**src/rtl/gnn_pkg.sv**
```systemverilog
`default_nettype none
// ============================================================================
// Module      : gnn_pkg
// Description : Shared types and constants for the GNN layer scheduler.
//               - gnn_tag_t   : {layer, node, neuron} tag of an in-flight op
//               - gnn_state_t : scheduler state encoding (c_ST_* constants)
//               - N_NODES / N_HID / N_OUT : engine geometry
// Revision    : 1.0 - initial release
// ============================================================================
package gnn_pkg;

    localparam int N_NODES = 4;
    localparam int N_HID   = 4;
    localparam int N_OUT   = 2;

    typedef struct packed {
        logic       layer;
        logic [1:0] node;
        logic [1:0] neuron;
    } gnn_tag_t;

    typedef logic [2:0] gnn_state_t;

    localparam gnn_state_t c_ST_IDLE  = 3'd0;
    localparam gnn_state_t c_ST_L0    = 3'd1;
    localparam gnn_state_t c_ST_BAR   = 3'd2;
    localparam gnn_state_t c_ST_L1    = 3'd3;
    localparam gnn_state_t c_ST_DRAIN = 3'd4;
    localparam gnn_state_t c_ST_DONE  = 3'd5;

endpackage
`default_nettype wire

```
**src/rtl/gnn_tag_fifo.sv**
```systemverilog
`default_nettype none
// ============================================================================
// Module      : gnn_tag_fifo
// Description : Synchronous FIFO of gnn_tag_t holding the tags of operations
//               issued to the datapath but not yet returned.
//   clk, rst_n : clock, asynchronous active-low reset (empties the FIFO)
//   push, din  : enqueue din (ignored when full)
//   pop        : dequeue head (ignored when empty)
//   head       : oldest tag
//   count      : current occupancy, full, empty : status flags
// Revision    : 1.0 - initial release
// ============================================================================
module gnn_tag_fifo
    import gnn_pkg::*;
#(
    parameter int DEPTH = 4
) (
    input  logic                     clk,
    input  logic                     rst_n,
    input  logic                     push,
    input  gnn_tag_t                 din,
    input  logic                     pop,
    output gnn_tag_t                 head,
    output logic [$clog2(DEPTH):0]   count,
    output logic                     full,
    output logic                     empty
);

    localparam int c_AW = $clog2(DEPTH);

    gnn_tag_t        r_mem [DEPTH];
    logic [c_AW-1:0] r_wr_ptr;
    logic [c_AW-1:0] r_rd_ptr;
    logic [c_AW:0]   r_count;
    logic            w_push;
    logic            w_pop;

    assign full   = (r_count == (c_AW+1)'(DEPTH));
    assign empty  = (r_count == '0);
    assign count  = r_count;
    assign head   = r_mem[r_rd_ptr];
    assign w_push = push && !full;
    assign w_pop  = pop && !empty;

    // DEPTH is a power of two, so the pointers wrap naturally.
    always_ff @(posedge clk or negedge rst_n) begin
        if (!rst_n) begin
            for (int i = 0; i < DEPTH; i++) r_mem[i] <= '0;
            r_wr_ptr <= '0;
            r_rd_ptr <= '0;
            r_count  <= '0;
        end else begin
            if (w_push) begin
                r_mem[r_wr_ptr] <= din;
                r_wr_ptr        <= r_wr_ptr + 1'b1;
            end
            if (w_pop) r_rd_ptr <= r_rd_ptr + 1'b1;
            case ({w_push, w_pop})
                2'b10:   r_count <= r_count + 1'b1;
                2'b01:   r_count <= r_count - 1'b1;
                default: r_count <= r_count;
            endcase
        end
    end

endmodule
`default_nettype wire

```
**src/rtl/gnn_layer_sched.sv**
```systemverilog
`default_nettype none
// ============================================================================
// Module      : gnn_layer_sched
// Description : Sequences the shared dot-product datapath of the 4-node,
//               2-layer GNN engine: 16 layer-0 ops, barrier, 8 layer-1 ops,
//               drain, done pulse. Outstanding op tags are held in a FIFO so
//               returning results are steered to the right register.
//   start / busy / done             : run control and status
//   issue_valid, stall, issue_*     : op issue to datapath (decoded)
//   res_valid                       : in-order result return
//   wb_en, wb_*                     : registered write-back strobe and tag
//   node_ready                      : per-node sticky "outputs complete"
//   err                             : sticky result-without-tag error
// Revision    : 1.0 - initial release
// ============================================================================
module gnn_layer_sched
    import gnn_pkg::*;
#(
    parameter int TAG_DEPTH = 4
) (
    input  logic       clk,
    input  logic       rst_n,
    input  logic       start,
    output logic       busy,
    output logic       done,
    output logic       issue_valid,
    input  logic       stall,
    output logic       issue_layer,
    output logic [1:0] issue_node,
    output logic [1:0] issue_neuron,
    input  logic       res_valid,
    output logic       wb_en,
    output logic       wb_layer,
    output logic [1:0] wb_node,
    output logic [1:0] wb_neuron,
    output logic [3:0] node_ready,
    output logic       err
);

    localparam int c_CW = $clog2(TAG_DEPTH) + 1;

    gnn_state_t  r_state;
    gnn_state_t  w_state_nxt;
    logic [1:0]  r_node;
    logic [1:0]  r_neuron;
    logic        r_busy;
    logic        r_done;
    logic        r_wb_en;
    gnn_tag_t    r_wb_tag;
    logic [3:0]  r_node_ready;
    logic        r_err;

    logic [c_CW-1:0] w_count;
    logic        w_full;
    logic        w_empty;
    gnn_tag_t    w_head;
    gnn_tag_t    w_issue_tag;
    logic        w_in_issue;
    logic        w_accept;
    logic        w_neuron_last;
    logic        w_node_last;
    logic        w_last_issue;
    logic        w_pop;
    logic        w_run_start;

    assign w_in_issue    = (r_state == c_ST_L0) || (r_state == c_ST_L1);
    // Full check uses the registered count only; a same-cycle pop does not
    // free a slot until the following cycle.
    assign issue_valid   = w_in_issue && !w_full;
    assign w_accept      = issue_valid && !stall;
    assign w_neuron_last = (r_state == c_ST_L1) ? (r_neuron == 2'(N_OUT - 1))
                                                : (r_neuron == 2'(N_HID - 1));
    assign w_node_last   = (r_node == 2'(N_NODES - 1));
    assign w_last_issue  = w_accept && w_neuron_last && w_node_last;
    assign w_pop         = res_valid && !w_empty;
    assign w_run_start   = (r_state == c_ST_IDLE) && start;

    assign w_issue_tag.layer  = (r_state == c_ST_L1);
    assign w_issue_tag.node   = r_node;
    assign w_issue_tag.neuron = r_neuron;

    assign issue_layer  = w_issue_tag.layer;
    assign issue_node   = w_issue_tag.node;
    assign issue_neuron = w_issue_tag.neuron;

    gnn_tag_fifo #(
        .DEPTH (TAG_DEPTH)
    ) u_tag_fifo (
        .clk   (clk),
        .rst_n (rst_n),
        .push  (w_accept),
        .din   (w_issue_tag),
        .pop   (w_pop),
        .head  (w_head),
        .count (w_count),
        .full  (w_full),
        .empty (w_empty)
    );

    always_comb begin
        w_state_nxt = r_state;
        case (r_state)
            c_ST_IDLE:  if (start)            w_state_nxt = c_ST_L0;
            c_ST_L0:    if (w_last_issue)     w_state_nxt = c_ST_BAR;
            c_ST_BAR:   if (w_count == '0)    w_state_nxt = c_ST_L1;
            c_ST_L1:    if (w_last_issue)     w_state_nxt = c_ST_DRAIN;
            c_ST_DRAIN: if (w_count == '0)    w_state_nxt = c_ST_DONE;
            c_ST_DONE:                        w_state_nxt = c_ST_IDLE;
            default:                          w_state_nxt = c_ST_IDLE;
        endcase
    end

    always_ff @(posedge clk or negedge rst_n) begin
        if (!rst_n) begin
            r_state      <= c_ST_IDLE;
            r_node       <= '0;
            r_neuron     <= '0;
            r_busy       <= 1'b0;
            r_done       <= 1'b0;
            r_wb_en      <= 1'b0;
            r_wb_tag     <= '0;
            r_node_ready <= '0;
            r_err        <= 1'b0;
        end else begin
            r_state <= w_state_nxt;
            r_busy  <= (w_state_nxt != c_ST_IDLE);
            r_done  <= (w_state_nxt == c_ST_DONE);

            // Counters wrap to zero after the last L0 op, ready for L1.
            if (w_run_start) begin
                r_node   <= '0;
                r_neuron <= '0;
            end else if (w_accept) begin
                if (w_neuron_last) begin
                    r_neuron <= '0;
                    r_node   <= r_node + 1'b1;
                end else begin
                    r_neuron <= r_neuron + 1'b1;
                end
            end

            r_wb_en <= w_pop;
            if (w_pop) r_wb_tag <= w_head;

            if (w_run_start) begin
                r_err        <= 1'b0;
                r_node_ready <= '0;
            end else begin
                if (res_valid && w_empty) r_err <= 1'b1;
                // Last layer-1 output of a node completes that node.
                if (w_pop && w_head.layer && (w_head.neuron == 2'(N_OUT - 1)))
                    r_node_ready[w_head.node] <= 1'b1;
            end
        end
    end

    assign busy       = r_busy;
    assign done       = r_done;
    assign wb_en      = r_wb_en;
    assign wb_layer   = r_wb_tag.layer;
    assign wb_node    = r_wb_tag.node;
    assign wb_neuron  = r_wb_tag.neuron;
    assign node_ready = r_node_ready;
    assign err        = r_err;

endmodule
`default_nettype wire

```
**config.mk**
```make
export PLATFORM = sky130hd
export DESIGN_NAME = gnn_layer_sched
export DESIGN_NICKNAME = d
export VERILOG_FILES = /design/src/rtl/gnn_pkg.sv /design/src/rtl/gnn_tag_fifo.sv /design/src/rtl/gnn_layer_sched.sv
export SDC_FILE = /design/constraint.sdc
export NUM_CORES = 1
export LEC_CHECK = 0
export BUFFER_PORTS_ARGS = -buffer_cell sky130_fd_sc_hd__buf_2
export CAP_MARGIN = 20
export CELL_PAD_IN_SITES_DETAIL_PLACEMENT = 0
export CELL_PAD_IN_SITES_GLOBAL_PLACEMENT = 2
export CORE_MARGIN = 2
export CORE_UTILIZATION = 43
export CTS_CLUSTER_DIAMETER = 150
export DETAILED_ROUTE_END_ITERATION = 10
export PLACE_DENSITY_LB_ADDON = 0.1
export REMOVE_ABC_BUFFERS = 1
export SYNTH_ARGS = -nofsm -noshare
export SYNTH_HDL_FRONTEND = slang
export SYNTH_HIERARCHICAL = 1
export SYNTH_SLANG_ARGS = --single-unit
export TNS_END_PERCENT = 5
```
**constraint.sdc**
```tcl
create_clock -name clk -period 6.1 [get_ports clk]
set_input_delay 0.61 -clock clk [delete_from_list [all_inputs] [get_ports clk]]
set_output_delay 0.61 -clock clk [all_outputs]
set_load 0.02 [all_outputs]
```
# Word-level counts from Yosys, hierarchy flattened
# Index checks and enable logic that the tools add are counted.
dict set report classes {
  add_sub_neg 6
  n_lt_le_gt_ge 5
  n_eq_ne 12
  mux 26
  n_bitwise 3
  reduce_logical 26
}
# op count
set op_table {}
lappend op_table {{$bwmux 20} 1}
lappend op_table {{$mux 3} 5}
lappend op_table {{$mux 5} 3}
lappend op_table {{$pmux 3 s5} 1}
lappend op_table {{$logic_and 1x1->1} 13}
lappend op_table {{$mux 2} 6}
lappend op_table {{$bmux 5 s2} 1}
lappend op_table {{$demux 5 s2} 1}
lappend op_table {{$reduce_bool 2->1} 5}
lappend op_table {{$eq 3x3->1 const B} 3}
lappend op_table {{$add 2x1->2 const B} 4}
lappend op_table {{$mux 4} 2}
lappend op_table {{$eq 2x1->1 const B} 3}
lappend op_table {{$eq 2x2->1 const B} 3}
lappend op_table {{$eq 3x2->1 const B} 2}
lappend op_table {{$ge 3x3->1 const B} 2}
lappend op_table {{$logic_not 3->1} 2}
lappend op_table {{$not 2->3} 2}
lappend op_table {{$pmux 3 s2} 1}
lappend op_table {{$mux 1} 4}
lappend op_table {{$or 4x4->4} 1}
lappend op_table {{$add 3x1->3 const B} 1}
lappend op_table {{$eq 3x1->1 const B} 1}
lappend op_table {{$logic_not 1->1} 3}
lappend op_table {{8 further kinds} 8}
dict set report word_totals {
  reg_bits 47
  inputBits 5
}

# Depth between registers and ports, before layout
dict set report logic_depth {
  depth_word 11
  ltp_mapped 11
  depth_no_buf 10
}

# Modules after synthesis
# Netlist, hierarchy kept.
# module instances cells_each area_per_inst_um2 seq_area_each_um2
set modules_own_cells {}
lappend modules_own_cells {gnn_tag_fifo 1 87 1276.2 675.6}
lappend modules_own_cells {gnn_layer_sched 1 78 889.6 500.5}

# Least setup slack after synthesis
# Ideal clock, no wire load.
dict set report synth_timing {
  kind {flip-flop to flip-flop}
  from {register u_tag_fifo.r_count[2], in the netlist u_tag_fifo/count[2]}
  to {register u_tag_fifo.r_count[2], in the netlist u_tag_fifo/count[2]}
  arrival_time_ns 2.129
  setup_slack_ns 3.844
  stages_incl_launch_ff 11
  path_buffers 0
  period_less_slack_ns 2.256
  cell_sequence {dfrtp_1 nor3b_4 or4b_4 inv_1 nand2b_2 ha_1 inv_1 fa_1 xor2_1 nor2_1 xor2_1}
}
dict set report synth_via {
  elab_chain_len 7
  elab_cells_between_ends 15
  classes_between {add/sub (2); eq/ne (3); mux (1); reduce/logical (9)}
}
# item line_no
set synth_rtl {}
lappend synth_rtl {{start, declared} gnn_tag_fifo.sv:34} ;# logic [c_AW:0] r_count;
lappend synth_rtl {{start signal, assigned} gnn_tag_fifo.sv:59} ;# 2'b10: r_count <= r_count + 1'b1;
lappend synth_rtl {{start signal, assigned} gnn_tag_fifo.sv:60} ;# 2'b01: r_count <= r_count - 1'b1;
lappend synth_rtl {{start signal, assigned} gnn_tag_fifo.sv:61} ;# default: r_count <= r_count;
lappend synth_rtl {{$eq 3x3->1 *} gnn_tag_fifo.sv:38} ;# assign full = (r_count == (c_AW+1)'(DEPTH));
lappend synth_rtl {{via w_full} gnn_layer_sched.sv:54} ;# logic w_full;
lappend synth_rtl {{$logic_not 1->1 *} gnn_layer_sched.sv:69} ;# assign issue_valid = w_in_issue && !w_full;
lappend synth_rtl {{$logic_and 1x1->1 *} gnn_layer_sched.sv:69}
lappend synth_rtl {{$logic_and 1x1->1 *} gnn_layer_sched.sv:70} ;# assign w_accept = issue_valid && !stall;
lappend synth_rtl {{via w_accept} gnn_layer_sched.sv:59} ;# logic w_accept;
lappend synth_rtl {{$logic_and 1x1->1 *} gnn_tag_fifo.sv:42} ;# assign w_push = push && !full;
lappend synth_rtl {{$eq 2x1->1 or $eq 2x2->1 (tied branches)} gnn_tag_fifo.sv:58} ;# case ({w_push, w_pop})
lappend synth_rtl {{$pmux 3 s2 or $reduce_bool 2->1 (tied branches)} n/a}
# Mark *: on every way through the listed nets, which the timed path passes. The rest lies on a longest branch.
# A chain may end at the register's enable or synchronous reset.

# Worst setup path in the final report
dict set report layout_timing {
  from {register u_tag_fifo.r_count[0], in the netlist u_tag_fifo/count[0]}
  to {register u_tag_fifo.r_count[2], in the netlist u_tag_fifo/count[2]}
}
dict set report layout_via {
  elab_cells_between_ends 15
  classes_between {add/sub (2); eq/ne (3); mux (1); reduce/logical (9)}
}
# item line_no
set layout_rtl {}
lappend layout_rtl {{$logic_not 3->1 *} gnn_tag_fifo.sv:39} ;# assign empty = (r_count == '0);
lappend layout_rtl {{via w_empty} gnn_layer_sched.sv:55} ;# logic w_empty;
lappend layout_rtl {{$logic_not 1->1 *} gnn_layer_sched.sv:75} ;# assign w_pop = res_valid && !w_empty;
lappend layout_rtl {{$logic_and 1x1->1 *} gnn_layer_sched.sv:75}
lappend layout_rtl {{via w_pop} gnn_layer_sched.sv:63} ;# logic w_pop;
lappend layout_rtl {{$logic_and 1x1->1 *} gnn_tag_fifo.sv:43} ;# assign w_pop = pop && !empty;
lappend layout_rtl {{via u_tag_fifo.w_pop} gnn_tag_fifo.sv:36} ;# logic w_pop;
lappend layout_rtl {{$eq 2x1->1 or $eq 2x2->1 (tied branches)} gnn_tag_fifo.sv:58}
lappend layout_rtl {{$pmux 3 s2 or $reduce_bool 2->1 (tied branches)} n/a}
# Marks and branches as above.

==> impl_metrics.yaml <==
status:
  outcome: "finished clean"
layout:
  area_delta_synth_final_pct: 13.5
  most-common-layout-cells: "47 x dfrtp_1, 23 x mux2_2, 23 x buf_2"
  nNetsFinal: 202
  antenna_cells: 0
  fin_util: 0.514
  final_cell_area_sq_um: 2460
  fin_cells: 258
  layout_commonest_cell: "dfrtp_1"
  drive_gt1_frac: 0.330
global_routing:
  first_global_vias: 1350
  grt_max_degree: 48
  grt.total_usage: 0.175
  grt_pass1_wl_um: 7020
  grt-ovfl-total: 0
  grt_antenna_before_repair: 0
detailed_routing:
  routed-wl-met2_um: 2020
  drcViolationCount: 0
  wire_per_inst_um: 16.6
  top_layer: "met4"
  drt_iter0_markers: 68
  dr_wl_met3_um: 147
  routed_wl_um: 4300
  vias: 1338
  via_per_inst: 5.19
  wl_met1_um: 2050
  drt_pre_antenna_iters: 4
  ant_nets: 0
clock_tree:
  cts_tree: "done"
  clockRootBuffer: "clkbuf_8"
  clock-sinks: 47
  post_cts_resize_count: 0
  htreeDepth: 2
  cts_buffer_depth: 2
  postCtsHoldBufs: 0
  numCtsBuffers: 5
  clk_latency_ns: 0.31
  clkSlewWorstSetupHoldPaths_ns: 0.08
  cts_setup_buffers: 0
setup_path:
  worstPathMaxFanout: 8
  cp-end-kind: "flip-flop"
  crit_start: "u_tag_fifo/count[0]"
  required_ns: 6.33
  start_kind: "flip-flop"
  critical_path_class: "flip-flop to flip-flop"
  cp.arrival_ns: 2.75
  reg2reg_from: "u_tag_fifo/count[0]"
place:
  place_ws_ns: 3.60
  dp.cells: 249
  post_dp_cell_area_sq_um: 2340
  place.gp.congestion: 0.723
  io_buffers: 23
  hpwl_um: 3040
floorplanning:
  num_rows: 25
  io_pins: 24
  die_area_sq_um: 5620
  fp.dieH_um: 75.0
  die_w_um: 75.0
  initial_core_util: 0.453
  core_sq_um: 4790
sta:
  slew_headroom: 0.503
  min_period_ns: 2.53
  hold_slack_ns: 0.121
  rsz0062_at_grt: "false"
  layout_setup_ws_ns: 3.57
  tightest_slew_ns: 0.735
  finalCritPeriodShare: 0.414
  fin_setup_tns_ns: 0
  finClkSkew_ns: 0.00821
  finalSetupViolCount: 0
  clock.fmax_mhz: 396
  slew_violations: 0
  timing_hold_violations_final: 0
synthesis:
  synth-seq-cells: 47
  synth.cell_area_sq_um: 2170
  synth_warnings: 6
  synthAdderAreaFrac: 0.0439
  synth_compound_area_frac: 0.0508
  synth-main-ff-cell: "dfrtp_1"
  synth_cells: 165
  synth_top_family_by_area: "multiplexers"
  synth_edf_count: 0
  synth_xor_area_frac: 0.0283
  synth-simple-area-share: 0.108
  avgSynthCellArea_sq_um: 13.1
  async_reset_ff_frac: 1.00
  synth-seq-area-share: 0.543
  synth_mux_area_frac: 0.195
  synth_cell_type_count: 37
hold_path:
  worst_hold_path_type: "input pin to asynchronous set/reset pin"
power:
  leakage_nw: 1.15
  p_total_mw: 1.37
  pwr_density_cell_nw_per_um2: 559
  ir_drop_uv: 215
flow_run:
  cap_violations: 0
==> synth_stat cells (all sizes together) (3+ instances only) <==
| cell | count | area share |
|---|---|---|
| a32o | 4 | 0.018 |
| buf | 4 | 0.0087 |
| dfrtp | 47 | 0.54 |
| ha | 6 | 0.035 |
| inv | 11 | 0.019 |
| mux2 | 23 | 0.12 |
| mux2i | 5 | 0.023 |
| mux4 | 5 | 0.052 |
| nand2 | 11 | 0.019 |
| nand2b | 3 | 0.0098 |
| nor2 | 9 | 0.016 |
| nor4b | 3 | 0.012 |
| o21ai | 4 | 0.0092 |
| xnor2 | 3 | 0.012 |
| xor2 | 4 | 0.016 |
==> per-layer routing <==
layer | up-vias | GRT usage
met3 | 7 | 0.0375
met1 | 671 | 0.244
met5 | - | 0
met4 | 0 | 0.0774
li1 | 631 | -
met2 | 29 | 0.262
==> state kept, by name (all words and copies together) (netlist names) <==
| register | cells |
|---|---|
| wb_layer | 1 |
| issue_neuron | 2 |
| done | 1 |
| r_state | 3 |
| wb_en | 1 |
| busy | 1 |
| u_tag_fifo/r_rd_ptr | 2 |
| issue_node | 2 |
| err | 1 |
| u_tag_fifo/count | 3 |
| node_ready | 4 |
| wb_node | 2 |
| u_tag_fifo/r_mem | 20 |
| u_tag_fifo/r_wr_ptr | 2 |
| wb_neuron | 2 |
==> power breakdown <==
group	internal (mW)	leakage [nW]	switching, mW	total [mW]
Combinational	0.283	0.524	0.292	0.575
Clock	0.104	0.0515	0.104	0.208
Sequential	0.451	0.572	0.140	0.591
==> final timing paths <==
path	endpoint	slack [ns]	cells after the start
worst max-delay path	u_tag_fifo/count[2]	3.57	10
max in group asynchronous	u_tag_fifo/count[2]	5.54	2
min in group clk	wb_layer	0.48	2
worst min-delay path	r_state[1]	0.12	1
worst max register to register	u_tag_fifo/count[2]	3.57	10
worst min register to register	wb_layer	0.48	2
==> worst max-delay path, cell delays in order, from the launching register on <==
cell and delay (ns):
dfrtp_1 0.53, nor3_1 0.14, nand2b_1 0.27, inv_1 0.15
o31a_1 0.27, ha_1 0.23, inv_1 0.06, fa_1 0.37
xor2_1 0.16, nor2_1 0.11, xor2_1 0.15
==> cell families (layout without fill, tap and decap cells) <==
logic type / Yosys count / count (layout)
XOR/XNOR: 7 / 7
adder cells (fa/ha/maj): 7 / 7
AND/OR/NAND/NOR: 39 / 39
multiplexers: 33 / 33
flip-flops: 47 / 47
AO/OA/AOI/OAI: 15 / 15
buffers and inverters: 17 / 43
==> area by class of cell <==
cell class              count  area [sq um]
clock buffers               8           100
inverters                  11          41.3
repair buffers             24           135
flip-flops and latches     47          1180
multi-input cells         101           922
fillers                   449          2330
well taps                  67          83.8
(Power assumes the default switching activity.)
